### src/rtl/lcd_sequencer.sv
// rtl/lcd_sequencer.sv - LCD init/page sequencer driving the ROM address and data_ready strobe
// Each word is acknowledged by a busy rise then fall from the lcd driver, with bounded re-pulses.
module lcd_sequencer #(
  parameter int POWERUP_WAIT = 1000000,
  parameter int INIT_LEN     = 4,
  parameter int CLR_ADDR     = 1,
  parameter int PAGE_LEN     = 32,
  parameter int PAGE0_BASE   = 4,
  parameter int PAGE1_BASE   = 36,
  parameter int ACK_TIMEOUT  = 255,
  parameter int MAX_RETRY    = 3
) (
  input  logic       clock,
  input  logic       internal_reset,
  input  logic       page_sel,
  input  logic       refresh,
  input  logic       lcd_busy,
  output logic [5:0] rom_address,
  output logic       data_ready,
  output logic       seq_busy,
  output logic       lcd_error
);
  localparam int PW_W = $clog2(POWERUP_WAIT + 1);
  localparam int TO_W = $clog2(ACK_TIMEOUT + 1);
  localparam int RT_W = $clog2(MAX_RETRY + 1);
  localparam logic [PW_W-1:0] PW_LAST   = PW_W'(POWERUP_WAIT - 1);
  localparam logic [TO_W-1:0] TO_LAST   = TO_W'(ACK_TIMEOUT - 1);
  localparam logic [RT_W-1:0] RT_MAX    = RT_W'(MAX_RETRY);
  localparam logic [5:0]      INIT_LAST = 6'(INIT_LEN - 1);
  localparam logic [5:0]      CLR       = 6'(CLR_ADDR);
  localparam logic [5:0]      BASE0     = 6'(PAGE0_BASE);
  localparam logic [5:0]      BASE1     = 6'(PAGE1_BASE);
  localparam logic [5:0]      LAST0     = 6'(PAGE0_BASE + PAGE_LEN - 1);
  localparam logic [5:0]      LAST1     = 6'(PAGE1_BASE + PAGE_LEN - 1);

  typedef enum logic [2:0] {
    S_POWERUP, S_ISSUE, S_ACK_HI, S_ACK_LO, S_NEXT, S_IDLE, S_PREP
  } state_t;
  typedef enum logic [1:0] {PH_INIT, PH_REDRAW, PH_PAGE} phase_t;

  state_t          state_q, state_d;
  phase_t          phase_q, phase_d;
  logic [5:0]      addr_q, addr_d;
  logic [PW_W-1:0] pw_cnt_q, pw_cnt_d;
  logic [TO_W-1:0] tmo_q, tmo_d;
  logic [RT_W-1:0] retry_q, retry_d, retry_inc;
  logic            pending_q, pending_d;
  logic            page_q, page_d;
  logic            done_q, done_d;
  logic            err_q, err_d;
  logic [1:0]      page_sync_q, ref_sync_q;
  logic            ref_prev_q;
  logic            page_now, ref_edge, go_next;
  logic [5:0]      adv_addr;
  phase_t          adv_phase;
  logic            adv_page, adv_done;

  assign page_now = page_sync_q[1];
  assign ref_edge = ref_sync_q[1] & ~ref_prev_q;

  always_ff @(posedge clock or negedge internal_reset) begin
    if (!internal_reset) begin
      state_q     <= S_POWERUP;
      phase_q     <= PH_INIT;
      addr_q      <= '0;
      pw_cnt_q    <= '0;
      tmo_q       <= '0;
      retry_q     <= '0;
      pending_q   <= 1'b0;
      page_q      <= 1'b0;
      done_q      <= 1'b0;
      err_q       <= 1'b0;
      page_sync_q <= '0;
      ref_sync_q  <= '0;
      ref_prev_q  <= 1'b0;
    end else begin
      state_q     <= state_d;
      phase_q     <= phase_d;
      addr_q      <= addr_d;
      pw_cnt_q    <= pw_cnt_d;
      tmo_q       <= tmo_d;
      retry_q     <= retry_d;
      pending_q   <= pending_d;
      page_q      <= page_d;
      done_q      <= done_d;
      err_q       <= err_d;
      page_sync_q <= {page_sync_q[0], page_sel};
      ref_sync_q  <= {ref_sync_q[0], refresh};
      ref_prev_q  <= ref_sync_q[1];
    end
  end

  // Address that follows the current word; the page is latched when the page phase starts.
  always_comb begin
    adv_addr  = addr_q + 6'd1;
    adv_phase = phase_q;
    adv_page  = page_q;
    adv_done  = 1'b0;
    if (phase_q == PH_REDRAW || (phase_q == PH_INIT && addr_q == INIT_LAST)) begin
      adv_phase = PH_PAGE;
      adv_page  = page_now;
      adv_addr  = page_now ? BASE1 : BASE0;
    end else if (phase_q == PH_PAGE && addr_q == (page_q ? LAST1 : LAST0)) begin
      adv_addr = addr_q;
      adv_done = 1'b1;
    end
  end

  always_comb begin
    state_d   = state_q;
    phase_d   = phase_q;
    addr_d    = addr_q;
    pw_cnt_d  = pw_cnt_q;
    tmo_d     = tmo_q;
    retry_d   = retry_q;
    pending_d = pending_q | ref_edge;
    page_d    = page_q;
    done_d    = done_q;
    err_d     = err_q;
    retry_inc = retry_q + 1'b1;
    go_next   = 1'b0;
    case (state_q)
      S_POWERUP: begin
        if (pw_cnt_q == PW_LAST) begin
          state_d = S_ISSUE;
          phase_d = PH_INIT;
        end else begin
          pw_cnt_d = pw_cnt_q + 1'b1;
        end
      end
      S_ISSUE: begin
        tmo_d   = '0;
        state_d = S_ACK_HI;
      end
      S_ACK_HI: begin
        if (lcd_busy) begin
          state_d = S_ACK_LO;
        end else if (tmo_q == TO_LAST) begin
          if (retry_inc < RT_MAX) begin
            retry_d = retry_inc;
            state_d = S_ISSUE;
          end else begin
            err_d   = 1'b1;
            go_next = 1'b1;
          end
        end else begin
          tmo_d = tmo_q + 1'b1;
        end
      end
      S_ACK_LO: go_next = ~lcd_busy;
      S_NEXT: begin
        retry_d = '0;
        state_d = done_q ? S_IDLE : S_ISSUE;
      end
      S_IDLE: begin
        if (pending_q | ref_edge | (page_now != page_q)) begin
          state_d   = S_PREP;
          phase_d   = PH_REDRAW;
          addr_d    = CLR;
          pending_d = 1'b0;
        end
      end
      S_PREP:  state_d = S_ISSUE;
      default: state_d = S_POWERUP;
    endcase
    // Address moves on entry to NEXT so it is stable for the whole cycle before the next strobe.
    if (go_next) begin
      state_d = S_NEXT;
      addr_d  = adv_addr;
      phase_d = adv_phase;
      page_d  = adv_page;
      done_d  = adv_done;
    end
  end

  assign rom_address = addr_q;
  assign data_ready  = (state_q == S_ISSUE);
  assign seq_busy    = (state_q != S_IDLE);
  assign lcd_error   = err_q;
endmodule

### config.mk
export PLATFORM = sky130hd
export DESIGN_NAME = lcd_sequencer
export DESIGN_NICKNAME = d
export VERILOG_FILES = /design/src/rtl/lcd_sequencer.sv
export SDC_FILE = /design/constraint.sdc
export NUM_CORES = 1
export LEC_CHECK = 0
export ABC_AREA = 1
export ABC_CLOCK_PERIOD_IN_PS = 1700
export CORE_MARGIN = 2
export CORE_UTILIZATION = 45
export DETAILED_ROUTE_END_ITERATION = 6
export SLEW_MARGIN = 5
export SYNTH_ARGS = -nofsm -noshare
export SYNTH_HDL_FRONTEND = slang
export SYNTH_SLANG_ARGS = --single-unit
export TNS_END_PERCENT = 10
### constraint.sdc
create_clock -name clock -period 1.7 [get_ports clock]
set_input_delay 0.34 -clock clock [delete_from_list [all_inputs] [get_ports clock]]
set_output_delay 0.34 -clock clock [all_outputs]
set_load 0.01 [all_outputs]
## Word-level counts from Yosys, hierarchy flattened

Cells that the tools add are included.

| word-level totals | value |
|---|---|
| output and inout bits | 9 |
| register bits after elaboration | 50 |
| input bits | 5 |
| logic and storage cells | 103 |

| operators by class | value |
|---|---|
| bitwise gates (word level) | 7 |
| reductions and logical operators | 18 |
| $lt $le $gt $ge | 1 |
| add/subtract/negate cells | 4 |
| equality and inequality tests | 25 |
| mux-type cells | 35 |

Operator list:

| operator | count |
|---|---|
| $mux W6 | 7 |
| $mux W3 | 7 |
| $pmux W3 S7 | 1 |
| $add A20 B1 Y20 const B | 1 |
| $eq A20 B20 Y1 const B | 1 |
| $mux W8 | 2 |
| $pmux W8 S2 | 1 |
| $mux W2 | 7 |
| $ne A3 B3 Y1 const B | 4 |
| $reduce_and A4 Y1 | 3 |
| $ne A2 B2 Y1 const B | 5 |
| $eq A3 B3 Y1 const B | 3 |
| $add A8 B1 Y8 const B | 1 |
| $eq A8 B8 Y1 const B | 1 |
| $ne A4 B4 Y1 const B | 2 |
| $pmux W2 S2 | 2 |
| $reduce_bool A2 Y1 | 4 |
| $mux W1 | 7 |
| $add A6 B1 Y6 const B | 1 |
| $eq A3 B2 Y1 const B | 2 |
| $eq A6 B2 Y1 const B | 1 |
| $eq A6 B6 Y1 | 1 |
| $reduce_and A3 Y1 | 2 |
| $reduce_and A5 Y1 | 1 |
| 17 further kinds | 23 |

## Logic depth before layout (Yosys ltp)

| logic depth | value |
|---|---|
| depth after elaboration | 8 |
| mapped depth | 12 |
| mapped depth without buffers | 12 |

## Least setup slack after synthesis

OpenSTA, ideal clock, no wires.

| timing path | value |
|---|---|
| path kind | register -> register |
| start | register pw_cnt_q[0] |
| end | register pw_cnt_q[9] |
| data required time | 1.575 ns |
| library setup time | 0.125 ns |
| slack | 0.156 ns |
| arrival | 1.419 ns |
| path buffers | 1 |
| clock period less this slack | 1.544 ns |
| cell stages (with the launch flop) | 9 |
| path through | dfrtp_1 ha_1 nand2_1 nor2_1 nand3_1 nand2_2 buf_2 nor2_1 xor2_1 |

| on the way | value |
|---|---|
| cells in the longest elaborated chain, start to end | 3 |
| elaborated cells on any way between the ends | 4 |
| those cells by class | add/sub (1); eq/ne (1); bitwise (1); reduce/logical (1) |

RTL lines:

| what | RTL line | source |
|---|---|---|
| from (decl) | 44 | `logic [PW_W-1:0] pw_cnt_q, pw_cnt_d;` |
| from (signal assigned) | 80 | `pw_cnt_q <= pw_cnt_d;` |
| branches (longest 3 deep; another with $add A20 B1 Y20) | n/a |  |

Parallel ways; which one is timed is not known.
A chain may end at the register's enable or synchronous reset.

## Final worst setup path

| timing path | value |
|---|---|
| start | register addr_q[3], in the netlist rom_address[3] |
| end | output rom_address[3] |

RTL lines:

| what | RTL line | source |
|---|---|---|
| from (decl) | 43 | `logic [5:0] addr_q, addr_d;` |
| from (signal assigned) | 79 | `addr_q <= addr_d;` |
| to (decl) | 18 | `output logic [5:0] rom_address,` |

No word-level cell between the ends.

==> run_results.csv <==
group,metric,value,unit
worst_setup_path,slowest_delay,560,ps
detailed_routing,via_per_inst,5.03,
detailed_routing,drcViolationCount,0,
worst_setup_path,cp_cell_sequence,"clkdlybuf4s50_1",
power,ir_drop,673,uV
die,initial_core_util,0.461,
power,powerDensity,1300,nW/um2
finish,final_area,3480,um2
finish,fin_nets,441,
sta,post-route-period-util,0.966,
sta,hold-worst-slack,0.179,ps
clocking,cts_buffers,5,
worst_setup_path,r2r-start,"rom_address[0]",
die,core_region_area,6280,um2
worst_setup_path,reg2reg_to,"rom_address[0]",
sta,fmax,0.609,GHz
worst_setup_path,critPathBufInv,1,
yosys,ys_warn_count,0,
clocking,clock_sinks,50,
finish,drive_gt1_frac,0.174,
sta,min_period,1640,ps
global_route,gr-total-overflow,0,
sta,slew_headroom,0.640,
detailed_routing,first_pass_iters,4,
detailed_routing,drtIter0Drc,156,
yosys,syn_area,2890,um2
yosys,avgSynthCellArea,7.43,um2
die,die_h,84.2,um
yosys,syn_inst,389,
die,ios,14,
die,rows,29,
finish,final_util,0.555,
place,dp_hpwl,4530,um
yosys,synth_nets,399,
detailed_routing,ant_nets,0,
clocking,clock_path_buffers,2,
finish,fillers,608,
yosys,netlist-cell-type-count,29,
worst_setup_path,r2r_cells,8,
detailed_routing,routed_wl,6220,um
worst_setup_path,start_kind,"register",
sta,finalMaxSlewViolations,0,
place,place_area,3270,um2
power,leakage,1.60,nW
clocking,clock-root-buffer,"clkbuf_8",
sta,finalHoldViolCount,0,
die,die_width,84.2,um
run,cap_violations,0,
sta,grt_setup_unrepaired,"yes",
worst_setup_path,critPathMaxFanout,7,
global_route,track_usage,0.187,
clocking,hold_buffers,0,
worst_setup_path,crit_family,"buffers and inverters",
yosys,ys_seq_area_frac,0.433,
sta,setup_slack,57.3,ps
sta,fin_worst_skew,3.27,ps
clocking,h-tree-depth,2,
worst_setup_path,crit_type,"register to primary output",
hold_path,min_path_type,"primary input to asynchronous set/reset pin",
finish,diodes,0,
global_route,grt_pass1_vias,2408,
place,post-place-ws,-11.0,ps
worst_setup_path,rrSetupSlack,60,ps
clocking,cts_tree,"built",
global_route,grt_pass1_wl,10900,um
place,place_congestion,0.895,
global_route,grt_max_degree,51,
clocking,clock_latency,310,ps
worst_setup_path,cp.required,1360,ps
die,dieArea,7080,um2
detailed_routing,vias,2561,
detailed_routing,wl_per_cell,12.2,um
sta,finalSetupViolations,0,
worst_setup_path,cp.arrival,1300,ps
worst_setup_path,cp-end-kind,"primary output",
finish,area_growth,20.4,%
clocking,clk_pin_slew,100,ps
yosys,ys_ff_latch,50,
place,io_buffer_count,13,
outcome,outcome,"finished, final reports clean",
global_route,antenna_found_initial,0,
sta,tightest_slew,536,ps
sta,totalNegativeSetupSlack,0,ps
worst_setup_path,slowest_stage,"clkdlybuf4s50_1",
==> stage by stage <==
stage	std cells	power, mW
floorplan	389	2.86
global placement	497	3.49
detailed placement	497	3.51
CTS	507	4.40
global route	509	4.88
finish	509	4.52
==> cells in the mapped netlist <==
master	count	area [um2]
inv_1	49	184
o22ai_1	1	6.26
or2_2	3	18.8
dfrtp_1	50	1250
nand3b_1	3	22.5
o211ai_1	1	7.51
a21boi_0	1	7.51
nor2_4	3	33.8
nor2_1	38	143
o31ai_1	1	7.51
nand2_4	1	11.3
nand3_1	36	180
a21oi_1	6	30.0
a21oi_4	1	16.3
o21ai_0	17	85.1
xor2_1	13	114
nor2_2	1	6.26
nand4_1	13	81.3
ha_1	5	62.6
xnor2_1	4	35.0
buf_2	2	10.0
nand2_1	112	420
o21ai_1	2	10.0
nand3_2	1	10.0
inv_2	5	18.8
a31oi_1	1	6.26
buf_6	1	11.3
nor3_1	9	45.0
nand2_2	9	56.3
==> power breakdown <==
group	internal, mW	switching (mW)
registers	1.43	0.213
logic	0.834	1.18
clock network	0.438	0.428
==> layer usage <==
layer | vias up | GRT usage | share of wire | wire length [um]
met4 | 0 | 0.0660 | 0.011 | 71
met5 | - | 0 | 0 | 0
met2 | 54 | 0.279 | 0.45 | 2790
met3 | 7 | 0.0354 | 0.039 | 245
met1 | 1185 | 0.273 | 0.50 | 3120
li1 | 1315 | - | - | -
==> worst max-delay path by stage <==
stage	startpoint	end	slack, ps	cells past startpoint
floorplan	pw_cnt_q[0]	pw_cnt_q[9]	160	8
global placement	lcd_busy	rom_address[5]	10	10
detailed placement	lcd_busy	rom_address[1]	-10	10
CTS	rom_address[4]	rom_address[4]	5	1
global route	pw_cnt_q[9]	state_q[1]	-30	10
finish	rom_address[3]	rom_address[3]	60	1
==> kinds of logic (layout without fill, tap and decap cells) <==
| group | after synthesis | count (layout) | synth area share |
|---|---|---|---|
| AO/OA/AOI/OAI | 31 | 31 | 0.0610 |
| XOR/XNOR | 17 | 17 | 0.0515 |
| adder cells (fa/ha/maj) | 5 | 5 | 0.0216 |
| buffers and inverters | 57 | 100 | 0.0775 |
| flip-flops | 50 | 50 | 0.433 |
| AND/OR/NAND/NOR | 229 | 229 | 0.356 |
==> what timing repair did <==
action	4_1_cts	5_1_grt
setup endpoints to repair	4	29
buffers inserted	2	2
pin swaps	0	5
gates resized for setup	6	20
==> flip-flops by register name, summed over array words and instances, names as in the netlist <==
register / cells
state_q: 3
page_sync_q: 2
rom_address: 6
page_q: 1
pending_q: 1
ref_prev_q: 1
retry_q: 2
ref_sync_q: 2
lcd_error: 1
done_q: 1
tmo_q: 8
phase_q: 2
pw_cnt_q: 20
==> cell type report <==
class,count,area (um2),area share
Multi-Input combinational cell,282,1460,0.419
Sequential cell,50,1260,0.361
Timing Repair Buffer,38,348,0.0999
Inverter,54,205,0.0589
Tap cell,77,96.3,0.0277
Clock buffer,5,68.8,0.0198
Clock inverter,3,45.0,0.0129
==> placed cells by master (no fill, tap or decap), types with 4 or more instances in the layout <==
| cell type | netlist | routed |
|---|---|---|
| nand2_2 | 9 | 8 |
| xnor2_1 | 4 | 4 |
| buf_4 | 0 | 22 |
| a21oi_1 | 6 | 5 |
| nor2_1 | 38 | 34 |
| nand3_2 | 1 | 4 |
| nor2_4 | 3 | 4 |
| nor2_2 | 1 | 4 |
| nand4_1 | 13 | 13 |
| dfrtp_1 | 50 | 44 |
| clkdlybuf4s50_1 | 0 | 9 |
| inv_1 | 49 | 48 |
| dfrtp_2 | 0 | 6 |
| nor3_1 | 9 | 9 |
| xor2_1 | 13 | 13 |
| o21ai_0 | 17 | 17 |
| nand3_1 | 36 | 33 |
| inv_2 | 5 | 5 |
| clkbuf_8 | 0 | 5 |
| nand2_1 | 112 | 112 |
Power figures use the tool's default switching activity.
